$ cat src/rtl/tt_uart_pkg.sv
// Shared UART definitions: receiver/transmitter state encoding and sizing.
package tt_uart_pkg;

  typedef enum logic [1:0] {
    IDLE,
    START,
    DATA,
    STOP
  } uart_state_t;

  localparam int DATA_BITS = 8;
  // Wide enough for the largest legal CLKS_PER_BIT (65535)
  localparam int CNT_W     = 16;

endpackage

$ cat src/rtl/sync_2ff.sv
// Two-flop synchroniser for an asynchronous single-bit input; resets to 1 (idle line).
module sync_2ff (
  input  logic clk,
  input  logic rst,
  input  logic d,
  output logic q
);

  logic meta;

  always_ff @(posedge clk or posedge rst) begin
    if (rst) begin
      meta <= 1'b1;
      q    <= 1'b1;
    end else begin
      meta <= d;
      q    <= meta;
    end
  end

endmodule

$ cat src/rtl/uart_rx.sv
// 8N1 UART receiver with a one-byte valid/ready output buffer,
// framing-error and overrun pulses.
//   state | meaning
//   IDLE  | waiting for a 1->0 transition on the synchronised line
//   START | timing to the middle of the start bit to reject glitches
//   DATA  | sampling 8 data bits LSB first, one per bit period
//   STOP  | sampling the stop bit, then delivering or discarding the byte
module uart_rx
  import tt_uart_pkg::*;
#(
  parameter int CLKS_PER_BIT = 87
) (
  input  logic                 clk,
  input  logic                 rst,
  input  logic                 rx,
  output logic [DATA_BITS-1:0] data,
  output logic                 valid,
  input  logic                 ready,
  output logic                 frame_err,
  output logic                 overrun
);

  localparam logic [CNT_W-1:0] HALF_TC = CNT_W'(CLKS_PER_BIT / 2 - 1);
  localparam logic [CNT_W-1:0] FULL_TC = CNT_W'(CLKS_PER_BIT - 1);

  uart_state_t          state, state_nxt;
  logic                 rx_s, rx_prev;
  logic [CNT_W-1:0]     cnt;
  logic [2:0]           bit_idx;
  logic [DATA_BITS-1:0] shreg;
  logic                 tick, shift_en, load, drop, ferr;

  sync_2ff u_sync (
    .clk (clk),
    .rst (rst),
    .d   (rx),
    .q   (rx_s)
  );

  always_ff @(posedge clk or posedge rst) begin
    if (rst) state <= IDLE;
    else     state <= state_nxt;
  end

  always_comb begin
    state_nxt = state;
    tick      = 1'b0;
    shift_en  = 1'b0;
    load      = 1'b0;
    drop      = 1'b0;
    ferr      = 1'b0;
    case (state)
      IDLE: begin
        if (rx_prev && !rx_s) state_nxt = START;
      end
      START: begin
        if (cnt == HALF_TC) begin
          tick      = 1'b1;
          state_nxt = rx_s ? IDLE : DATA;
        end
      end
      DATA: begin
        if (cnt == FULL_TC) begin
          tick     = 1'b1;
          shift_en = 1'b1;
          if (bit_idx == 3'(DATA_BITS - 1)) state_nxt = STOP;
        end
      end
      STOP: begin
        if (cnt == FULL_TC) begin
          tick      = 1'b1;
          state_nxt = IDLE;
          // A full buffer can still take the byte if it is being drained this edge
          if (rx_s) begin
            if (!valid || ready) load = 1'b1;
            else                 drop = 1'b1;
          end else begin
            ferr = 1'b1;
          end
        end
      end
      default: state_nxt = IDLE;
    endcase
  end

  always_ff @(posedge clk or posedge rst) begin
    if (rst) begin
      rx_prev   <= 1'b1;
      cnt       <= '0;
      bit_idx   <= '0;
      shreg     <= '0;
      data      <= '0;
      valid     <= 1'b0;
      frame_err <= 1'b0;
      overrun   <= 1'b0;
    end else begin
      rx_prev   <= rx_s;
      frame_err <= ferr;
      overrun   <= drop;
      if (state_nxt != state || state == IDLE) begin
        cnt     <= '0;
        bit_idx <= '0;
      end else if (tick) begin
        cnt     <= '0;
        bit_idx <= bit_idx + 3'd1;
      end else begin
        cnt <= cnt + CNT_W'(1);
      end
      if (shift_en) shreg <= {rx_s, shreg[DATA_BITS-1:1]};
      if (load) begin
        data  <= shreg;
        valid <= 1'b1;
      end else if (valid && ready) begin
        valid <= 1'b0;
      end
    end
  end

endmodule

$ cat config.mk
export PLATFORM = sky130hd
export DESIGN_NAME = uart_rx
export DESIGN_NICKNAME = d
export VERILOG_FILES = /design/src/rtl/tt_uart_pkg.sv /design/src/rtl/sync_2ff.sv /design/src/rtl/uart_rx.sv
export SDC_FILE = /design/constraint.sdc
export NUM_CORES = 1
export LEC_CHECK = 0
export CORE_MARGIN = 10
export CORE_UTILIZATION = 25
export DETAILED_ROUTE_END_ITERATION = 7
export PLACE_DENSITY = 0.44
export SLEW_MARGIN = 20
export SYNTH_ARGS = -nofsm -noshare
export SYNTH_HDL_FRONTEND = slang
export SYNTH_SLANG_ARGS = --single-unit
$ cat constraint.sdc
create_clock -name clk -period 1.8 [get_ports clk]
set_input_delay 0.54 -clock clk [delete_from_list [all_inputs] [get_ports clk]]
set_output_delay 0.54 -clock clk [all_outputs]
set_load 0.01 [all_outputs]
======== After elaboration in Yosys (flattened, before gate mapping) ========
Index checks and enable logic that the tools add are counted.
storage, ports and cells
  output and inout bits ................... 11
  word-level logic and storage cells ...... 58
  input bits .............................. 4
  register bits ........................... 43
cells by class
  equal/unequal tests ..................... 7
  muxes and demuxes ....................... 28
  reduce and logical (&&, ||, !) cells .... 10
  add/sub/neg operators ................... 2
operators by type and width
  cell                     count
  $mux W16                 2
  $add A16 B1 Y16 const B  1
  $eq A16 B6 Y1 const B    1
  $eq A16 B7 Y1 const B    1
  $mux W1                  16
  $mux W2                  6
  $pmux W2 S4              1
  $mux W3                  2
  $eq A2 B2 Y1 const B     2
  $reduce_bool A2 Y1       2
  $add A3 B1 Y3 const B    1
  $eq A3 B3 Y1 const B     1
  $eq A2 B1 Y1 const B     1
  $logic_and A1 B1 Y1      2
  $logic_not A1 Y1         2
  $logic_not A2 Y1         1
  $logic_or A1 B1 Y1       2
  $ne A2 B2 Y1             1
  $pmux W1 S2              1
  $reduce_or A2 Y1         1

======== Depth between registers and ports, before layout ========
Gate-level depths: netlist of the first run.
  depth after elaboration ................. 7
  depth in mapped cells ................... 7
  depth with buffers taken out ............ 6

======== Hierarchy ========
A second synthesis of the first run with hierarchy kept.
unflattened totals
  cell total of the unflattened synthesis .. 171
  area, all modules ....................... 2020.7 sq um
by module, submodules not included
  module    area each (sq um)  cells an instance  times used  sequential area each (sq um)
  uart_rx   1964.4             168                1           1027.2
  sync_2ff  56.3               3                  1           52.6

======== Least setup slack after synthesis of the first run ========
Ideal clock, no wire load.
  path kind ............................... flip-flop to flip-flop
  from .................................... register cnt[7]
  to ...................................... register shreg[0]
  library setup time ...................... 0.125 ns
  path slack .............................. -0.022 ns
  cell stages (with the launch flop) ...... 5
  clock period less this slack ............ 1.822 ns
  data required time ...................... 1.675 ns
  arrival time ............................ 1.697 ns
  path buffers ............................ 0
  path through ............................ dfrtp_1 nor4_4 nand4b_4 nor3_4 mux2_2
between the ends
  cells in the longest elaborated chain, start to end .. 3
ends and longest elaborated chain
  element                 line            source
  start, declared         uart_rx.sv:28   logic [CNT_W-1:0] cnt;
  start signal, assigned  uart_rx.sv:107  cnt <= cnt + CNT_W'(1);
  $eq A16 B7 Y1           uart_rx.sv:63   if (cnt == FULL_TC) begin
  $mux W1                 uart_rx.sv:63
  $mux W1                 uart_rx.sv:52   case (state)
  end signal, assigned    uart_rx.sv:109  if (shift_en) shreg <= {rx_s, shreg[DATA_BITS-1:1]};
  end, declared           uart_rx.sv:30   logic [DATA_BITS-1:0] shreg;
No other way between the ends.
A chain may end at the register's enable or synchronous reset.

======== Final worst setup path of the first run ========
  from .................................... register cnt[15]
  to ...................................... register shreg[6]
The elaborated chain is that of the path after synthesis.

==> results.ini, run 1 <==
[power_and_ir_drop]
power_density_mw_per_mm2 = 833
ir_drop_v = 0.000313
p_total_uw = 2200
leakagePower_uw = 0.00124

[critical_path]
path_max_fanout = 8
cp.required_ns = 2.00
start_kind = flop
cp_data_arrival_time_ns = 1.98
end_kind = flop
critical_path_class = flop to flop

[timing]
finalSetupViolations = 0
worst_pin_slew_ns = 0.438
skew_ns = 0.00721
fmax_mhz = 561
setup_tns_ns = 0
relSlewSlack_pct = 70.5
drv_slew = 0
hold_violations = 0
final.min_clock_period_ns = 1.78
finalCritPeriodShare_pct = 99.1
rsz0062_at_grt = yes

[synthesis]
syn_nets = 173
syn_area_per_cell_um2 = 12.1
synth.top_cells.by_area = dfrtp_1, mux2_2, dfstp_2, nor2_1, xnor2_1
yosys.area.top_type = dfrtp_1
synth_seq_cells = 43
yosysSeqAreaShare_pct = 54.2
ys_types = 34
synth_cells = 165
synth_area_mm2 = 0.00199
synth_top_cell_area_share_pct = 50.3
ys.warnings.count = 0

[clocking]
cts_num_sinks = 43
clock_path_buffers = 2
cts_buffers = 5
worstSkewPairLatency_ns = 0.30
cts_root_buf = clkbuf_8
path_clk_slew_ns = 0.09
cts_tree = done
ctsHoldBuffers = 0
htree_num_levels = 2

[detailed_routing]
drtIter0Drc = 56
highest_layer = met4
avgViaCountPerCell = 4.32
ant_nets = 0
met1_length_mm = 2.04
wl_per_cell_um = 12.8
met3_length_um = 106
wl_met2_mm = 1.80
vias = 1361
first_pass_iters = 4
drt_wl_total_mm = 4.03
drc = 0

[die]
ioPinCount = 15
core.rowCount = 32
initial_core_util_pct = 25.8
die_h_um = 109
core_mm2 = 0.00773
dieArea_mm2 = 0.0119
fp.dieW_um = 109

[layout]
fin_nets = 220
drive_gt1_share_pct = 31.0
area_growth_pct = 32.6
fillers = 771
n_antenna_cell = 0
fin_area_mm2 = 0.00264
fin_cells = 315

[placed_design]
gp_congestion = 0.733
dp_cells = 305
place_hpwl_mm = 2.96
numPortBuffers = 14
placed_cell_area_mm2 = 0.00248

[global_routing]
grt_pass1_wl_mm = 6.91
grt-ovfl-total = 0
grtUsageTotal_pct = 7.31
grt_pass1_vias = 1421
grt_max_degree = 16
antenna_found_initial = 0

[status]
status = complete, no violations

[flow_run]
maxCapViolCount = 0

[min_path]
hold_path_class = flop to flop

critical path, cell delays in order (launching register included):
cell and delay (ns):
dfrtp_1 0.42, nor4_4 0.37, nand4b_4 0.21, nor3_4 0.20, buf_12 0.15, mux2_2 0.33
layout make-up:
class / count / area, um^2 / area share, %
Multi-Input combinational cell: 109 / 897 / 34.0
Clock buffer: 5 / 68.8 / 2.61
Tap cell: 102 / 128 / 4.84
Timing Repair Buffer: 45 / 412 / 15.6
Inverter: 8 / 30.0 / 1.14
Clock inverter: 3 / 23.8 / 0.901
Sequential cell: 43 / 1080 / 40.9
worst paths after layout:
| path | endpoint | slack [ns] | start | depth (start not counted) |
|---|---|---|---|---|
| max | shreg[6] | 0.02 | cnt[15] | 5 |
| min | u_sync.q | 0.36 | u_sync.meta | 0 |
| max reg2reg | shreg[6] | 0.02 | cnt[15] | 5 |
| min reg2reg | u_sync.q | 0.36 | u_sync.meta | 0 |
| max in group asynchronous | rx_prev | 0.83 | rst | 3 |
| min in group asynchronous | data[6] | 0.46 | rst | 2 |
repair_timing:
item,in CTS,in global routing
resized for setup,3,13
setup buffers,1,1
endpoints found under the setup margin,10,38
pin swaps,0,1
synthesized netlist by cell type:
library cell  instances
dfrtp_1              40
nor3_1                2
dfstp_2               3
nand3_1               7
mux2_2               15
xor2_1                5
nand4b_4              1
buf_4                 1
nor4b_1               2
nand4_1              10
o211ai_1              1
ha_1                  4
xnor2_1               9
and3b_1               1
a31oi_1               1
mux2_1                1
nor2_1               21
nor3b_2               1
mux2i_1               1
inv_1                 8
and4_1                2
nand2_1               6
a22oi_2               1
nor4_4                2
nor3_4                2
a21oi_1               1
buf_2                 2
and4b_1               1
clkbuf_1              2
nand2b_1              1
o2bb2ai_1             2
nor4_1                6
or4_1                 2
o41a_1                1
sequential cells by signal, indices dropped and copies added (netlist names):
register,count
cnt,16
u_sync.meta,1
frame_err,1
shreg,8
overrun,1
bit_idx,3
valid,1
u_sync.q,1
rx_prev,1
state,2
data,8
power by group:
group,switching (uW),internal (uW)
registers,47.8,1030
clock network,369,278
logic,267,208
total,684,1510
cell families after synthesis:
group                    count (synthesis)  synth area share, %
flip-flops                              43                 54.2
AO/OA/AOI/OAI                            7                 3.02
buffers and inverters                   13                 2.77
adder cells (fa/ha/maj)                  4                 2.51
AND/OR/NAND/NOR                         67                 21.7
multiplexers                            17                 9.55
XOR/XNOR                                14                 6.16
placed cells by master (no fill, tap or decap), types with 6 or more instances in the layout:
master	Yosys	routed
buf_4	1	28
clkdlybuf4s50_1	0	10
dfrtp_1	40	40
inv_1	8	7
mux2_2	15	6
mux2_4	0	9
nand2_1	6	6
nand3_1	7	6
nand4_1	10	10
nor2_1	21	21
nor4_1	6	6
xnor2_1	9	9
metal layers:
layer / up-vias / global-route usage (%)
met2: 13 / 10.6
met1: 662 / 9.88
met5: - / 0
met3: 6 / 1.95
li1: 680 / -
met4: 0 / 3.35
per-stage QoR:
step | setup slack, ns | hold slack, ns | util, %
finish | 0.0166 | 0.361 | 34.1
global route | -0.0947 | 0.370 | 34.1
CTS | -0.00340 | 0.364 | 33.5
detailed placement | -0.323 | 0.350 | 32.0
global placement | -0.298 | 0.347 | 32.0
floorplan | 0.0124 | 0.345 | -
No activity file was read; power rests on OpenSTA's default activity.
==> inputs of run 2 (changes only) <==
--- a/config.mk
+++ b/config.mk
@@ -6,9 +6,9 @@
 export NUM_CORES = 1
 export LEC_CHECK = 0
 export CORE_MARGIN = 10
-export CORE_UTILIZATION = 25
+export CORE_UTILIZATION = 40
 export DETAILED_ROUTE_END_ITERATION = 7
-export PLACE_DENSITY = 0.44
+export PLACE_DENSITY = 0.62
 export SLEW_MARGIN = 20
 export SYNTH_ARGS = -nofsm -noshare
 export SYNTH_HDL_FRONTEND = slang
==> results.ini, run 2 (synthesis gave the netlist of run 1 again) <==
[die]
dieArea_mm2 = 0.00820
ioPinCount = 15
core.rowCount = 25
initial_core_util_pct = 41.6
die_h_um = 90.5
core_mm2 = 0.00479
fp.dieW_um = 90.5

[timing]
fin_ws_ns = 0.00168
rsz0062_at_grt = yes
finalCritPeriodShare_pct = 99.9
final.min_clock_period_ns = 1.80
relSlewSlack_pct = 63.6
fmax_mhz = 556
worst_pin_slew_ns = 0.541
finalSetupViolations = 0
hold_violations = 0
skew_ns = 0.00812
drv_slew = 0

[global_routing]
antenna_found_initial = 0
grt-ovfl-total = 0
grt_pass1_vias = 1493
grt_pass1_wl_mm = 6.57
grtUsageTotal_pct = 9.53
grt_max_degree = 44

[critical_path]
start_kind = input pin
path_cells = clkdlybuf4s50_1 > nand2b_4 > nand4_1 > nor3_4 > buf_12 > mux2_2
cpPeakStageDelay_ns = 0.45
critical_path_cell_count = 6
timing.rr.start = cnt[11]
critical_path_class = input pin to flop
crit_family = buffers and inverters
end_kind = flop
cp_slowest_cell = clkdlybuf4s50_1
cp_data_arrival_time_ns = 1.99
cp.required_ns = 1.99
reg2reg_depth = 5
path_max_fanout = 8
crit_start = ready
path_buf_inv = 2

[detailed_routing]
ant_nets = 0
drtIter0Drc = 58
first_pass_iters = 4
avgViaCountPerCell = 5.07
wl_per_cell_um = 13.7
vias = 1399
drt_wl_total_mm = 3.77
drc = 0

[clocking]
ctsHoldBuffers = 0
cts_tree = done
cts_root_buf = clkbuf_8
htree_num_levels = 2
worstSkewPairLatency_ns = 0.30
cts_num_sinks = 43
clock_path_buffers = 2
path_clk_slew_ns = 0.09
cts_buffers = 5

[min_path]
worstHoldPathCells = 0
hold_path_class = flop to flop
min_from = u_sync.meta

[power_and_ir_drop]
ir_drop_v = 0.000517
power_density_mw_per_mm2 = 837
leakagePower_uw = 0.00124

[placed_design]
numPortBuffers = 14
gp_congestion = 0.792
place_hpwl_mm = 2.65
post-place-ws_ns = -0.307

[layout]
n_antenna_cell = 0
area_growth_pct = 31.7
final_cell_mix = dfrtp_1, buf_4, nor2_1
drive_gt1_share_pct = 34.9
reg.largest.list = cnt (16), data (8), shreg (8)
largest-register = cnt
finish.utilization_pct = 54.8
largest_reg_flops = 16
final_common_cell = dfrtp_1
fin_nets = 216

[status]
status = complete, no violations

[flow_run]
maxCapViolCount = 0

run 2: cell count changes in the layout (fill, tap and decap cells not counted), sizes merged:
cell / previous run / this run
clkinvlp: 2 / 0
buf: 31 / 27
inv: 8 / 10
run 2: area by class of cell:
type,instances,area [um^2]
Fill cell,416,2160
Clock buffer,5,68.8
Tap cell,67,83.8
Inverter,8,30.0
Clock inverter,3,26.3
Timing Repair Buffer,41,398
Sequential cell,43,1080
Multi-Input combinational cell,109,933
run 2: layer usage:
layer / wire, um / track usage (%) / vias to the layer above
met3: 158 / 3.57 / 5
met4: 37 / 3.58 / 0
met1: 1710 / 10.6 / 701
met2: 1870 / 16.1 / 14
met5: 0 / 0 / -
li1: - / - / 679
run 2: stage by stage:
stage                     setup TNS [ns]  hold WS (ns)  cells  total power [uW]  area, um^2
after floorplan                        0         0.345    165              1370        1990
after global placement             -2.53         0.351    263              1530        2390
after detailed placement           -2.44         0.351    263              1540        2390
after CTS                              0         0.365    271              2210        2490
after global routing               -1.22         0.374    276              2320        2620
final                                  0         0.364    276              2190        2620
run 2: repair_timing:
| item | CTS | global route |
|---|---|---|
| pin swaps | 0 | 8 |
| gates resized for setup | 1 | 24 |
| endpoints found under the setup margin | 9 | 38 |
| buffers inserted | 0 | 5 |
run 2: power by group:
| group | total, uW | leakage [uW] | internal, uW | switching [uW] |
|---|---|---|---|---|
| clock | 649 | 0.0000491 | 285 | 364 |
| combinational | 453 | 0.000615 | 204 | 249 |
| sequential | 1090 | 0.000579 | 1030 | 63.3 |
| total | 2190 | 0.00124 | 1520 | 676 |
run 2: worst paths after layout:
path,to,slack [ns]
hold reg to reg,u_sync.q,0.36
setup reg to reg,shreg[6],0.03
max in group asynchronous,rx_prev,0.95
hold / removal,u_sync.q,0.36
min in group asynchronous,cnt[3],0.59
setup / recovery,data[4],0.002
==> inputs of run 3 (changes only) <==
--- a/config.mk
+++ b/config.mk
@@ -6,9 +6,9 @@
 export NUM_CORES = 1
 export LEC_CHECK = 0
 export CORE_MARGIN = 10
-export CORE_UTILIZATION = 40
+export CORE_UTILIZATION = 51
 export DETAILED_ROUTE_END_ITERATION = 7
-export PLACE_DENSITY = 0.62
+export PLACE_DENSITY = 0.76
 export SLEW_MARGIN = 20
 export SYNTH_ARGS = -nofsm -noshare
 export SYNTH_HDL_FRONTEND = slang
==> results.ini, run 3 (synthesis gave the netlist of run 1 again) <==
[layout]
drive_gt1_share_pct = 30.8
final_cell_mix = dfrtp_1, nor2_1, buf_4
fin_nets = 215
final_common_cell = dfrtp_1
n_antenna_cell = 0
largest-register = cnt
largest_reg_flops = 16
reg.largest.list = cnt (16), data (8), shreg (8)
fin_area_mm2 = 0.00261
area_growth_pct = 31.1

[detailed_routing]
drtIter0Drc = 93
highest_layer = met4
first_pass_iters = 4
ant_nets = 0
drc = 0
avgViaCountPerCell = 5.45
drt_wl_total_mm = 4.12
wl_met2_mm = 2.11
met1_length_mm = 1.78
met3_length_um = 156
vias = 1395
wl_per_cell_um = 16.1

[min_path]
holdPathEnd = u_sync.q
min_from = u_sync.meta
hold_path_class = flop to flop
worstHoldPathCells = 0

[timing]
fin_ws_ns = -0.0117
fmax_mhz = 552
hold_slack_ns = 0.361
rsz0062_at_grt = yes
hold_violations = 0
drv_slew = 0
skew_ns = 0.00851
setup_tns_ns = -0.0249
worst_pin_slew_ns = 0.471
finalSetupViolations = 3
finalCritPeriodShare_pct = 101
final.min_clock_period_ns = 1.81
relSlewSlack_pct = 68.3

[clocking]
cts_tree = done
cts_buffers = 5
clock_path_buffers = 2
worstSkewPairLatency_ns = 0.30
cts_num_sinks = 43
path_clk_slew_ns = 0.08
cts_root_buf = clkbuf_8
ctsHoldBuffers = 0
htree_num_levels = 2

[critical_path]
cp_slowest_cell = or4_1
cp_data_arrival_time_ns = 2.04
reg2reg_depth = 5
r2r-end = bit_idx[0]
critical_path_class = flop to flop
cp.required_ns = 2.03
end_kind = flop
path_cells = nor4_4 > nand4b_4 > buf_6 > or4_1 > mux2i_1
path_max_fanout = 4
start_kind = flop
cpPeakStageDelay_ns = 0.46
path_buf_inv = 1
timing.rr.start = cnt[11]
rrSetupSlack_ns = -0.01
crit_family = simple AND/OR/NAND/NOR gates

[die]
core.rowCount = 22
die_h_um = 82.5
ioPinCount = 15
fp.dieW_um = 82.5
initial_core_util_pct = 53.6
dieArea_mm2 = 0.00680
core_mm2 = 0.00372

[global_routing]
grtUsageTotal_pct = 12.6
grt-ovfl-total = 0
antenna_found_initial = 0
grt_max_degree = 44
grt_pass1_wl_mm = 6.61
grt_pass1_vias = 1442

[status]
violations = setup timing
status = complete, but fails checks

[placed_design]
placed_cell_area_mm2 = 0.00238
place_hpwl_mm = 2.82
gp_congestion = 0.861
numPortBuffers = 14

[power_and_ir_drop]
ir_drop_v = 0.000490
p_total_uw = 2210
power_density_mw_per_mm2 = 846
leakagePower_uw = 0.00122

[flow_run]
maxCapViolCount = 0

## run 3: changes by cell type in the layout (fill, tap and decap cells not counted), sizes merged
cell,delta
buf,-2
clkbuf,+2
clkdlybuf4s50,+2
clkinvlp,+1
dlymetal6s2s,-2
inv,-2
## run 3: repair_timing
action                                  CTS  global route
hold endpoints to repair                  0             0
pin swaps                                 4             3
cloned                                    0             1
gates resized for setup                  10            15
buffers inserted                          3             1
endpoints found under the setup margin   16            37
## run 3: metal layers
layer / global-route usage (%) / vias up
li1: - / 672
met1: 14.1 / 690
met2: 21.9 / 25
met3: 3.56 / 8
met4: 5.61 / 0
met5: 0 / -
## run 3: worst max path at each step
stage                        from         end  slack [ns]  cells after the start
after global routing      cnt[11]  bit_idx[1]       -0.16                      5
after detailed placement    ready     data[2]       -0.36                      6
after floorplan            cnt[0]     cnt[14]        0.01                      7
after global placement      ready     data[2]       -0.33                      6
final                     cnt[11]  bit_idx[0]       -0.01                      5
after CTS                 cnt[15]     data[2]       -0.03                      5
## run 3: power breakdown
group          switching (uW)  internal [uW]
clock                     341            271
combinational             269            235
sequential               63.1           1030
total                     673           1530
## run 3: metrics by stage
stage | utilization, % | worst slack [ns] | instances
5_1_grt | 70.2 | -0.159 | 256
3_3_place_gp | 64.1 | -0.329 | 244
2_1_floorplan | - | 0.0124 | 165
4_1_cts | 68.1 | -0.0315 | 255
3_5_place_dp | 64.1 | -0.364 | 244
6_report | 70.2 | -0.0117 | 256
## run 3: area by class of cell
class	count	area, um^2
Fill cell	238	1110
Inverter	8	30.0
Clock buffer	6	72.6
Timing Repair Buffer	40	415
Sequential cell	43	1080
Multi-Input combinational cell	109	940
Clock inverter	2	12.5
Tap cell	48	60.1
